<file path="src/rtl/clk_div_ctrl.sv">
// rtl/clk_div_ctrl.sv - runtime-programmable glitch-free even clock divider
// Divisor changes and stops take effect only at a period wrap so oclk never shows a short phase.
module clk_div_ctrl #(
   parameter int DIV_W     = 8,
   parameter int RESET_DIV = 2
) (
   input  logic             iclk,
   input  logic             rst,
   input  logic             en,
   input  logic             cfg_valid,
   input  logic [DIV_W-1:0] cfg_div,
   output logic             cfg_ready,
   output logic             busy,
   output logic             cfg_err,
   output logic [DIV_W-1:0] cur_div,
   output logic             oclk,
   output logic             rise_tick,
   output logic             fall_tick
);

   typedef enum logic [1:0] {IDLE, RUN, STOPPING} state_t;

   localparam logic [DIV_W-1:0] RST_DIV = DIV_W'(RESET_DIV);
   localparam logic [DIV_W-1:0] ONE     = DIV_W'(1);

   state_t           state, state_n;
   logic [DIV_W-1:0] cnt, cnt_n;
   logic [DIV_W-1:0] cur_div_n;
   logic [DIV_W-1:0] pend_div, pend_div_n;
   logic             busy_n, oclk_n, err_n;
   logic             wrap, xfer, div_ok;

   assign cfg_ready = !busy;
   assign xfer      = cfg_valid && !busy;
   assign div_ok    = !cfg_div[0] && (cfg_div != '0);
   assign wrap      = (state != IDLE) && (cnt == cur_div - ONE);

   always_comb begin
      state_n    = state;
      cnt_n      = cnt;
      cur_div_n  = cur_div;
      pend_div_n = pend_div;
      busy_n     = busy;
      err_n      = xfer && !div_ok;
      case (state)
         IDLE: begin
            cnt_n = '0;
            if (xfer && div_ok) cur_div_n = cfg_div;
            if (en) state_n = RUN;
         end
         default: begin
            if (wrap) begin
               cnt_n   = '0;
               state_n = en ? RUN : IDLE;
               // a pending divisor always wins; cfg_ready was low so no new transfer can coexist
               if (busy) begin
                  cur_div_n = pend_div;
                  busy_n    = 1'b0;
               end else if (xfer && div_ok) begin
                  cur_div_n = cfg_div;
               end
            end else begin
               cnt_n   = cnt + ONE;
               state_n = en ? RUN : STOPPING;
               if (xfer && div_ok) begin
                  pend_div_n = cfg_div;
                  busy_n     = 1'b1;
               end
            end
         end
      endcase
      oclk_n = (state_n != IDLE) && (cnt_n >= (cur_div_n >> 1));
   end

   always_ff @(posedge iclk) begin
      if (rst) begin
         state     <= IDLE;
         cnt       <= '0;
         cur_div   <= RST_DIV;
         pend_div  <= '0;
         busy      <= 1'b0;
         oclk      <= 1'b0;
         rise_tick <= 1'b0;
         fall_tick <= 1'b0;
         cfg_err   <= 1'b0;
      end else begin
         state     <= state_n;
         cnt       <= cnt_n;
         cur_div   <= cur_div_n;
         pend_div  <= pend_div_n;
         busy      <= busy_n;
         oclk      <= oclk_n;
         rise_tick <= oclk_n && !oclk;
         fall_tick <= !oclk_n && oclk;
         cfg_err   <= err_n;
      end
   end

endmodule

</file>
<file path="config.mk">
export PLATFORM = sky130hd
export DESIGN_NAME = clk_div_ctrl
export DESIGN_NICKNAME = d
export VERILOG_FILES = /design/src/rtl/clk_div_ctrl.sv
export SDC_FILE = /design/constraint.sdc
export NUM_CORES = 1
export LEC_CHECK = 0
export CORE_MARGIN = 3
export CORE_UTILIZATION = 55
export DETAILED_ROUTE_END_ITERATION = 10
export PLACE_DENSITY = 0.76
export SLEW_MARGIN = 5
export SYNTH_ARGS = -nofsm -noshare
export SYNTH_HDL_FRONTEND = slang
export SYNTH_SLANG_ARGS = --single-unit
</file>
<file path="constraint.sdc">
create_clock -name iclk -period 4.4 [get_ports iclk]
set_input_delay 0.66 -clock iclk [delete_from_list [all_inputs] [get_ports iclk]]
set_output_delay 0.66 -clock iclk [all_outputs]
set_load 0.1 [all_outputs]
</file>
# Word level (Yosys, flattened, before mapping)
# Cells that the tools add are included.
dict set report totals {
  word_cells 50
  output_inout_bits 14
  inputBits 12
  ff_bits 31
}
dict set report op_classes {
  bitwise_logic 2
  addsub 2
  mux 13
  n_reduce_logical 21
  eq_ne 1
  magnitude_cmp 1
}
# cell n
set ops {}
lappend ops {{two-way mux 8 bit} 6}
lappend ops {{adder 8 x 1 -> 8 bit (second input constant)} 1}
lappend ops {{equality test 8 bit} 1}
lappend ops {{greater-or-equal comparator 8 x 7 -> 1 bit} 1}
lappend ops {{logical AND 1 bit} 8}
lappend ops {{two-way mux 2 bit} 4}
lappend ops {{nonzero test 2 bit} 4}
lappend ops {{nonzero test 8 bit} 1}
lappend ops {{subtractor 8 x 1 -> 8 bit (second input constant)} 1}
lappend ops {{zero test 1 bit} 5}
lappend ops {{two-way mux 1 bit} 3}
lappend ops {{AND reduction 3 bit} 1}
lappend ops {{zero test 2 bit} 1}
lappend ops {{NOT 1 bit} 2}
lappend ops {{AND reduction 2 bit} 1}

# Depth between registers and ports, before layout
# Gate-level depths: netlist of the first run.
dict set report depth {
  depth_word 11
  depth_mapped 16
  depth_no_buf 15
}

# Worst setup path before layout of the first run
# OpenSTA, ideal clock, no wires.
dict set report synth_path {
  kind {reg-to-reg}
  start {reg cur_div[1]}
  end {reg rise_tick}
  required_time_ns 4.283
  setup_slack_ns 0.369
  arrival_ns 3.914
  period_less_slack_ns 4.031
  path_buffers 1
  path_stages_with_launch 16
  setup_ns 0.117
  cell_sequence {dfxtp_1 > inv_1 > ha_1 > or3_4 > a311oi_4 > o211ai_4 > buf_6 > nand2_2 > o21ai_1 > ha_1 > nand2b_1 > a21o_1 > a21oi_1 > o21ai_0 > a21oi_1 > a2111oi_1}
}
dict set report synth_via {
  elab_chain_cells 8
  word_cells_on_any_way 15
  classes_between {add/sub: 1; order compare: 1; eq/ne: 1; mux: 8; reduce/logical: 4}
}
# item line_no
set synth_lines {}
lappend synth_lines {{from (decl)} 15} ;# output logic [DIV_W-1:0] cur_div,
lappend synth_lines {{from (signal assigned)} 89} ;# cur_div <= cur_div_n;
lappend synth_lines {{subtractor 8 x 1 -> 8 bit} 36} ;# assign wrap = (state != IDLE) && (cnt == cur_div - ONE);
lappend synth_lines {{equality test 8 bit} 36}
lappend synth_lines {{logical AND 1 bit} 36}
lappend synth_lines {{two-way mux 8 bit} 52} ;# if (wrap) begin
lappend synth_lines {{two-way mux 8 bit (*)} 45} ;# case (state)
lappend synth_lines {{via cur_div_n[1]} 28} ;# logic [DIV_W-1:0] cur_div_n;
lappend synth_lines {{greater-or-equal comparator 8 x 7 -> 1 bit (*)} 72} ;# oclk_n = (state_n != IDLE) && (cnt_n >= (cur_div_n >> 1));
lappend synth_lines {{logical AND 1 bit (*)} 72}
lappend synth_lines {{logical AND 1 bit (*)} 93} ;# rise_tick <= oclk_n && !oclk;
lappend synth_lines {{to (signal assigned)} 93}
lappend synth_lines {{to (decl)} 17} ;# output logic rise_tick,
# Mark *: on every way through the listed nets, which the timed path passes. The rest lies on a longest branch. The select of a mux whose other input is x is not followed.
# A chain may end at the register's enable or synchronous reset.

# Worst setup path in the final report of the first run
dict set report layout_path {
  start {in cfg_valid}
  end {reg rise_tick}
}
dict set report layout_via {
  elab_chain_cells 9
}
# item line_no
set layout_lines {}
lappend layout_lines {{from (decl)} 10} ;# input logic cfg_valid,
lappend layout_lines {{logical AND 1 bit (*)} 34} ;# assign xfer = cfg_valid && !busy;
lappend layout_lines {{logical AND 1 bit (*)} {48, 59}}
lappend layout_lines {{two-way mux 8 bit (*)} {48, 59}}
lappend layout_lines {{two-way mux 8 bit} 56} ;# if (busy) begin
lappend layout_lines {{two-way mux 8 bit} 52}
lappend layout_lines {{two-way mux 8 bit (*)} 45}
lappend layout_lines {{via cur_div_n[1]} 28}
lappend layout_lines {{greater-or-equal comparator 8 x 7 -> 1 bit (*)} 72}
lappend layout_lines {{logical AND 1 bit (*)} 72}
lappend layout_lines {{logical AND 1 bit (*)} 93}
# Marks and branches as above.

==> impl_metrics.py, run 1 <==
metrics = {
    "clocking": {
        "clk_latency_ns": 0.28,
        "clock_sinks": 31,
        "cts_buffers": 5,
        "clk_pin_slew_ns": 0.07,
        "cts_max_level": 2,
        "clock_path_buffers": 2,
        "tritoncts": "built",
        "ctsResizeCount": 0,
        "cts-root-buf": "clkbuf_8",
        "hold_buffers": 0,
        "post_cts_buffers": 0,
    },
    "worst_setup_path": {
        "r2r_cells": 15,
        "cpPeakStageDelay_ns": 0.48,
        "crit_path_start": "cfg_valid",
        "slowest_stage": "clkdlybuf4s50_1",
        "worst-r2r-setup-slack_ns": 0.57,
        "r2r_start": "cur_div[1]",
        "path_buf_inv": 1,
        "crit_family": "compound AO/OA/AOI/OAI gates",
        "worstPathCellList": "clkdlybuf4s50_1 > nor2b_1 > o21ai_1 > a21boi_0 > o21ai_0 > a31oi_1 > o21ai_1 > ha_1 > nand2b_1 > a21o_1 > a21oi_1 > o21ai_0 > a21oi_1 > a2111oi_1",
        "crit_fanout": 7,
        "crit_path_end_kind": "register",
        "cp-endpoint": "rise_tick",
        "worst-setup-path-type": "primary input to register",
        "cp_num_cells": 14,
        "rr_endpoint": "rise_tick",
        "worstPathArrival_ns": 4.06,
        "cp-start-kind": "primary input",
        "required_ns": 4.56,
    },
    "sta": {
        "rsz0062_at_grt": "no",
        "period_share_pct": 88.6,
        "setup_tns_ns": 0,
        "slew_viol_final": 0,
        "fmax_mhz": 257,
        "hold_viol_final": 0,
        "min_period_ns": 3.90,
        "whs_ns": 0.459,
        "worst_slew_pin_slew_ns": 0.975,
        "slew_headroom_pct": 34.8,
        "finalWorstSetupSlack_ns": 0.504,
        "fin_skew_ns": 0.00473,
        "setup-violations-final": 0,
    },
    "route": {
        "drt_iter0_drc": 136,
        "routed_wl_um": 5140,
        "vias": 1904,
        "routedWlPerCell_um": 16.8,
        "drc": 0,
        "antenna_left": 0,
        "first_pass_iters": 4,
        "avgViaCountPerCell": 6.22,
    },
    "layout": {
        "nNetsFinal": 280,
        "utilization_pct": 69.0,
        "antennaDiodeCount": 0,
        "nFillCells": 301,
        "post-route-cell-area_um2": 2390,
        "areaGrowthSynthToFinish_pct": 15.7,
        "drive_above_1_share_pct": 9.62,
    },
    "logic_synthesis": {
        "synth_edf_count": 0,
        "syn_area_per_cell_um2": 8.65,
        "netlist_area_um2": 2070,
        "synth-async-reset-ratio_pct": 0,
        "synth_cells": 239,
        "synth_fp_nets": 260,
        "ys_seq_area_share_pct": 30.0,
        "synthDistinctLibCells": 64,
        "ys.warnings.count": 0,
        "synth_top_flop_cell": "dfxtp_1",
        "synth_seq_cells": 31,
    },
    "global_route": {
        "grt-ovfl-total": 0,
        "grt_pass1_wl_um": 8690,
        "antenna_found_initial": 0,
        "grt_pass1_vias": 1766,
        "grt_usage_pct": 25.4,
        "grt_max_degree": 25,
    },
    "floorplan": {
        "die_area_um2": 4530,
        "die-width_um": 67.3,
        "io_pins": 26,
        "initial_core_util_pct": 59.6,
        "fp.dieH_um": 67.3,
        "rows": 21,
        "design.core.area_um2": 3470,
    },
    "min_path": {
        "hold_class": "register to register",
    },
    "power": {
        "p_leak_nw": 0.851,
        "max-vdd-ir-drop_v": 0.000174,
        "power.density_nw_per_um2": 316,
    },
    "status": {
        "status": "complete, no violations",
    },
    "flow_run": {
        "maxCapViolations": 0,
    },
    "place": {
        "hpwl_um": 3630,
        "io_buffers": 25,
        "place_area_um2": 2310,
        "gp_congestion": 0.922,
        "pre_cts_slack_ns": 0.377,
    },
}
==> worst register-to-register path: cells and delay by family (launching register included) <==
kind | cells | cell delay (ns)
compound gates | 9 | 1.96
flops | 1 | 0.37
fa+ha+maj | 2 | 0.56
buf+inv | 1 | 0.12
simple gates | 3 | 0.70
==> layout make-up <==
| cell class | instances | area, um^2 | area share, % |
|---|---|---|---|
| inverter | 8 | 30.0 | 1.25 |
| tap | 46 | 57.6 | 2.40 |
| sequential | 31 | 621 | 25.9 |
| multi-input combinational | 185 | 1330 | 55.6 |
| timing repair buffer | 28 | 273 | 11.4 |
| clock buffer | 7 | 76.3 | 3.19 |
| clock inverter | 1 | 5.00 | 0.209 |
==> flip-flops by register name (all words and copies together), names as in the netlist <==
name	cells
cur_div	8
busy	1
fall_tick	1
cnt	8
oclk	1
cfg_err	1
pend_div	8
rise_tick	1
state	2
==> layout by cell type (no fill, tap or decap), types with 8 or more instances in the layout <==
| master | instances |
|---|---|
| nand2_1 | 11 |
| dfxtp_1 | 31 |
| clkdlybuf4s50_1 | 25 |
| a21oi_1 | 14 |
| o31ai_1 | 8 |
| nor2_1 | 25 |
| ha_1 | 9 |
==> metal layers <==
metal / part of all wire [%] / GRT usage (%) / wire [um] / vias up
li1: - / - / - / 934
met1: 48 / 35.5 / 2480 / 914
met2: 47 / 38.0 / 2410 / 48
met3: 3.7 / 5.49 / 188 / 8
met4: 1.3 / 9.11 / 65 / 0
met5: 0 / 0 / 0 / -
==> kinds of logic (layout without fill, tap and decap cells) <==
kind of cell	count (synthesis)	after routing	share of synthesized area, %
simple gates	86	86	22.7
compound gates	74	74	29.3
flops	31	31	30.0
buf+inv	23	44	5.63
xor+xnor	14	14	5.93
fa+ha+maj	9	9	5.44
mux	2	2	0.968
==> synthesized netlist by cell type (all sizes together), types with 2 or more instances <==
library cell,instances,area (um^2)
a21oi,14,70.1
nand2,12,47.6
a2111oi,2,37.5
nand4,7,43.8
xor2,7,61.3
a31oi,2,12.5
o21a,2,15.0
nor2,25,93.8
a22oi,5,37.5
mux2i,2,20.0
or2,3,18.8
a32oi,2,17.5
nor2b,8,57.6
and2,2,12.5
nand3,8,45.0
o2111a,3,33.8
nand2b,2,12.5
inv,7,26.3
buf,8,60.1
nor3,5,30.0
or3,5,36.3
a21o,2,15.0
o31ai,8,60.1
o21ai,9,48.8
and3,4,26.3
dfxtp,31,621
o2111ai,2,17.5
ha,9,113
xnor2,7,61.3
a211oi,4,30.0
clkbuf,7,26.3
a311oi,2,41.3
o211ai,8,83.8
==> how the worst min path moves through the flow <==
stage	from	end	slack, ns	cells past startpoint
finish	pend_div[0]	pend_div[0]	0.46	1
global route	pend_div[0]	pend_div[0]	0.48	1
CTS	pend_div[0]	pend_div[0]	0.46	1
detailed placement	pend_div[0]	pend_div[0]	0.45	1
global placement	pend_div[0]	pend_div[0]	0.45	1
floorplan	pend_div[0]	pend_div[0]	0.43	1
==> power breakdown <==
| group | leakage [nW] | switching [mW] | internal [mW] |
|---|---|---|---|
| Sequential | 0.252 | 0.0189 | 0.292 |
| Clock | 0.0422 | 0.106 | 0.111 |
| Combinational | 0.557 | 0.152 | 0.0777 |
| Total | 0.851 | 0.277 | 0.481 |
==> stage by stage <==
stage / total power [mW] / instances
finish: 0.758 / 306
global placement: 0.540 / 298
detailed placement: 0.543 / 298
floorplan: 0.490 / 239
CTS: 0.758 / 306
global route: 0.794 / 306
Note: power is estimated with default switching activity, not from simulation.
==> inputs of run 2 (changes only) <==
DONT_BUFFER_PORTS = 1   (was not set)
PLACE_DENSITY = 0.67   (was 0.76)
==> run 2 against run 1 <==
Effect of this change: sequential power up 5%; maximum frequency up 7.2%; non-clock buffer count down 16; critical path type is now register to register; critical path depth unchanged; die area unchanged; final cell count down 5.2%; register-to-register slack better by 0.20 ns; combinational power down 17%.
==> impl_metrics.py, run 2 (synthesized netlist as in run 1, its figures left out) <==
metrics = {
    "status": {
        "status": "complete, no violations",
    },
    "layout": {
        "final_common_cell": "dfxtp_1",
        "nFillCells": 299,
        "drive_above_1_share_pct": 14.3,
        "multiInputGateArea_um2": 1330,
        "antennaDiodeCount": 0,
        "ff_latch_area_um2": 621,
        "layout_common_cells": "31 x dfxtp_1, 25 x nor2_1, 14 x a21oi_1",
        "areaGrowthSynthToFinish_pct": 7.80,
        "top_regs": "cnt x8, cur_div x8, pend_div x8",
        "post-route-cell-area_um2": 2230,
        "final_cells": 290,
        "nNetsFinal": 264,
    },
    "worst_setup_path": {
        "cp-start-kind": "register",
        "crit_fanout": 17,
        "worst-setup-path-type": "register to register",
        "crit_path_start": "cur_div[1]",
        "crit_path_end_kind": "register",
        "worstPathArrival_ns": 3.80,
        "r2r_start": "cur_div[1]",
        "required_ns": 4.56,
    },
    "clocking": {
        "cts_max_level": 2,
        "hold_buffers": 0,
        "clock_sinks": 31,
        "clk_pin_slew_ns": 0.06,
        "post_cts_buffers": 0,
        "ctsResizeCount": 0,
        "clk_latency_ns": 0.28,
        "cts-root-buf": "clkbuf_8",
        "cts_buffers": 5,
        "clock_path_buffers": 2,
        "tritoncts": "built",
    },
    "route": {
        "first_pass_iters": 4,
        "routed_wl_um": 5160,
        "drt_iter0_drc": 244,
        "routedWlPerCell_um": 17.8,
        "vias": 1856,
        "antenna_left": 0,
        "avgViaCountPerCell": 6.40,
        "drc": 0,
    },
    "floorplan": {
        "design.core.area_um2": 3470,
        "initial_core_util_pct": 59.6,
        "die-width_um": 67.3,
        "rows": 21,
        "die_area_um2": 4530,
        "io_pins": 26,
        "fp.dieH_um": 67.3,
    },
    "place": {
        "gp_congestion": 0.857,
        "dp_cells": 282,
        "hpwl_um": 3940,
        "place_area_um2": 2130,
        "io_buffers": 0,
        "pre_cts_slack_ns": 0.803,
    },
    "global_route": {
        "grt_pass1_vias": 1851,
        "grt_max_degree": 25,
        "grt_pass1_wl_um": 8840,
        "antenna_found_initial": 0,
        "grt_usage_pct": 25.5,
        "grt-ovfl-total": 0,
    },
    "sta": {
        "rsz0062_at_grt": "no",
        "hold_viol_final": 0,
        "fmax_mhz": 275,
        "period_share_pct": 82.6,
        "finalWorstSetupSlack_ns": 0.767,
        "fin_skew_ns": 0.00540,
        "min_period_ns": 3.63,
        "worst_slew_pin_slew_ns": 1.03,
        "slew_viol_final": 0,
        "setup-violations-final": 0,
        "slew_headroom_pct": 31.1,
        "setup_tns_ns": 0,
    },
    "power": {
        "max-vdd-ir-drop_v": 0.000245,
        "power_mw": 0.761,
        "p_leak_nw": 0.813,
        "power.density_nw_per_um2": 341,
    },
    "min_path": {
        "hold_class": "primary input to register",
        "min_from": "rst",
    },
    "flow_run": {
        "maxCapViolations": 0,
    },
}
run 2: cell types whose count changed in the layout (fill, tap and decap cells not counted):
cell             before  now
clkbuf_1              2    1
clkdlybuf4s50_1      25    0
clkbuf_8              5    7
buf_4                 3   12
clkinv_2              1    0
run 2: critical path: stages, from the launching register on:
cell	delay [ns]
dfxtp_1	0.31
inv_1	0.11
ha_1	0.29
nor4bb_1	0.31
o221ai_1	0.22
a311oi_4	0.40
o211a_4	0.36
nor3_1	0.09
or2_1	0.25
ha_1	0.28
a21o_1	0.11
a21oi_1	0.06
o21ai_0	0.28
a21oi_1	0.14
a2111oi_1	0.32
run 2: layout make-up:
type	count	share of cell area (%)
multi-input combinational	185	59.7
sequential	31	27.8
clock buffer	8	4.49
timing repair buffer	12	4.04
tap	46	2.58
inverter	8	1.35
run 2: final timing paths:
path	slack (ns)	cells after the start	to
setup / recovery	0.77	14	rise_tick
hold reg to reg	0.45	1	pend_div[0]
setup reg to reg	0.77	14	rise_tick
hold / removal	0.44	1	state[0]
run 2: power by group:
part / switching, mW / internal (mW)
sequential: 0.0344 / 0.292
combinational: 0.128 / 0.0621
clock: 0.102 / 0.143
run 2: per-layer routing:
| layer | global-route usage (%) | wire length, um |
|---|---|---|
| met3 | 6.16 | 384 |
| met4 | 9.62 | 90 |
| met2 | 42.3 | 2500 |
| met1 | 31.9 | 2180 |
| met5 | 0 | 0 |
run 2: per-stage QoR:
step                hold slack [ns]  util (%)
floorplan                     0.428         -
global placement              0.439      61.4
detailed placement            0.446      61.4
CTS                           0.439      64.3
global route                  0.429      64.3
finish                        0.443      64.3
==> inputs of run 3 (changes only) <==
PLACE_DENSITY = 0.7   (was 0.67)
clock period = 3.05 ns   (was 4.4 ns; I/O delays follow)
==> run 3 against run 2 <==
Effect of this change: the flow now finishes with violations (setup timing); clock-buffer cell count shrank 2; via count is 13% higher; core utilization rose by 16 points; global-route usage is 2.6 points higher; non-clock buffer count is 37 higher; die area unchanged; sequential power is 46% higher; wire length up 20%; first-iteration DRC count decreased by 33%; critical endpoint unchanged; largest cell class unchanged.
==> impl_metrics.py, run 3 (synthesized netlist as in run 1, its figures left out) <==
metrics = {
    "status": {
        "status": "finished with violations",
        "violations": "setup timing",
    },
    "route": {
        "avgViaCountPerCell": 6.40,
        "drt_iter0_drc": 164,
        "routed_wl_um": 6190,
        "routedWlPerCell_um": 18.9,
        "drc": 0,
        "first_pass_iters": 4,
        "vias": 2094,
        "antenna_left": 0,
    },
    "clocking": {
        "cts_max_level": 2,
        "clock_path_buffers": 2,
        "cts_buffers": 5,
        "clk_latency_ns": 0.29,
        "clock_sinks": 31,
        "tritoncts": "built",
        "cts-root-buf": "clkbuf_8",
        "clk_pin_slew_ns": 0.07,
    },
    "global_route": {
        "grt_usage_pct": 28.1,
        "grt_max_degree": 19,
        "grt_pass1_vias": 1977,
        "grt_busiest_layer": "met2",
        "antenna_found_initial": 0,
        "grt_use_met3_pct": 7.65,
        "grt-ovfl-total": 0,
        "grt_use_met1_pct": 33.7,
        "met2_usage_pct": 48.3,
        "grt_pass1_wl_um": 9490,
    },
    "floorplan": {
        "initial_core_util_pct": 59.6,
        "design.core.area_um2": 3470,
        "die-width_um": 67.3,
        "rows": 21,
        "fp.dieH_um": 67.3,
        "die_area_um2": 4530,
        "io_pins": 26,
    },
    "sta": {
        "slew_viol_final": 0,
        "fmax_mhz": 312,
        "min_period_ns": 3.21,
        "finalWorstSetupSlack_ns": -0.155,
        "fin_skew_ns": 0.00385,
        "period_share_pct": 105,
        "worst_slew_pin_slew_ns": 1.11,
        "hold_viol_final": 0,
        "slew_headroom_pct": 26.2,
        "rsz0062_at_grt": "yes",
        "setup-violations-final": 3,
    },
    "worst_setup_path": {
        "crit_fanout": 7,
        "worst-setup-path-type": "register to register",
        "required_ns": 3.17,
        "worstPathArrival_ns": 3.33,
        "crit_path_end_kind": "register",
        "cp-start-kind": "register",
    },
    "power": {
        "power.density_nw_per_um2": 427,
        "p_sw_mw": 0.446,
        "p_sw_share_pct": 37.7,
        "clock_power_share_pct": 27.3,
        "power_mw": 1.18,
        "p_leak_nw": 1.06,
        "combPwrFrac_pct": 32.4,
        "p_seq_share_pct": 40.3,
        "max-vdd-ir-drop_v": 0.000350,
        "p_int_mw": 0.738,
    },
    "layout": {
        "utilization_pct": 79.9,
        "final_common_cell": "buf_4",
        "top_regs": "cnt x8, cur_div x8, pend_div x8",
        "post-route-cell-area_um2": 2770,
        "layout_common_cells": "44 x buf_4, 22 x nor2_1, 21 x dfxtp_1",
        "antennaDiodeCount": 0,
        "nNetsFinal": 301,
        "areaGrowthSynthToFinish_pct": 34.0,
        "drive_above_1_share_pct": 39.9,
    },
    "flow_run": {
        "maxCapViolations": 0,
    },
    "place": {
        "gp_congestion": 0.911,
        "place_area_um2": 2420,
        "io_buffers": 0,
        "hpwl_um": 4280,
    },
    "min_path": {
        "hold_class": "primary input to register",
    },
}
[run 3: cell count changes in the layout (fill, tap and decap cells not counted), moves of 3 or more]
cell,change
a211oi_1,-3
buf_4,+32
dfxtp_1,-10
a211oi_2,+3
buf_6,+5
nor2_2,+3
inv_4,+3
dfxtp_2,+4
inv_1,-3
dfxtp_4,+6
nor2_1,-3
[run 3: metrics by stage]
step | cells | hold slack [ns] | worst slack [ns] | setup TNS [ns]
6_report | 327 | 0.225 | -0.155 | -0.369
5_1_grt | 327 | 0.216 | -0.281 | -0.722
4_1_cts | 325 | 0.214 | -0.0990 | -0.268
3_5_place_dp | 308 | 0.450 | -0.246 | -0.723
3_3_place_gp | 308 | 0.437 | -0.171 | -0.414
2_1_floorplan | 239 | 0.428 | -0.173 | -0.480
[run 3: path summary, 6_finish.rpt]
check / start / end / slack (ns) / cells after the start
max: cur_div[1] / rise_tick / -0.16 / 16
min reg2reg: pend_div[0] / pend_div[0] / 0.45 / 1
min: rst / cur_div[5] / 0.23 / 1
max reg2reg: cur_div[1] / rise_tick / -0.16 / 16
[run 3: metal layers]
metal | vias to the layer above | share of wire (%)
met2 | 115 | 50
met3 | 21 | 8.4
li1 | 972 | -
met4 | 0 | 2.9
met1 | 986 | 39
met5 | - | 0
[run 3: what timing repair did]
action	CTS	global route
setup endpoints to repair	3	3
pin swaps	9	18
gates resized for setup	16	18
buffers inserted	9	2
hold buffers	0	0
[run 3: power by group through the flow]
stage / clock [mW] / combinational, mW / sequential [mW]
final: 0.323 / 0.383 / 0.477
after CTS: 0.329 / 0.348 / 0.475
after floorplan: 0 / 0.195 / 0.529
after detailed placement: 0 / 0.317 / 0.481
after global placement: 0 / 0.306 / 0.481
after global routing: 0.345 / 0.408 / 0.479
[run 3: cell type report]
| type | instances | area [um^2] |
|---|---|---|
| clock buffers | 6 | 72.6 |
| clock inverters | 2 | 11.3 |
| fillers | 234 | 697 |
| inverters | 8 | 38.8 |
| multi-input cells | 185 | 1560 |
| flip-flops and latches | 31 | 648 |
| well taps | 46 | 57.6 |
| repair buffers | 49 | 387 |
[run 3: worst max-delay path, cell delays in order (launching register included)]
cell,delay [ns]
dfxtp_4,0.36
inv_4,0.04
ha_4,0.16
buf_4,0.14
xnor2_1,0.14
nand3_1,0.11
nor2_2,0.06
o211a_4,0.31
buf_6,0.14
or3_4,0.35
ha_1,0.30
nand2b_4,0.14
a21o_1,0.17
a21oi_2,0.18
o21ai_2,0.11
a21oi_2,0.23
a2111oi_4,0.11
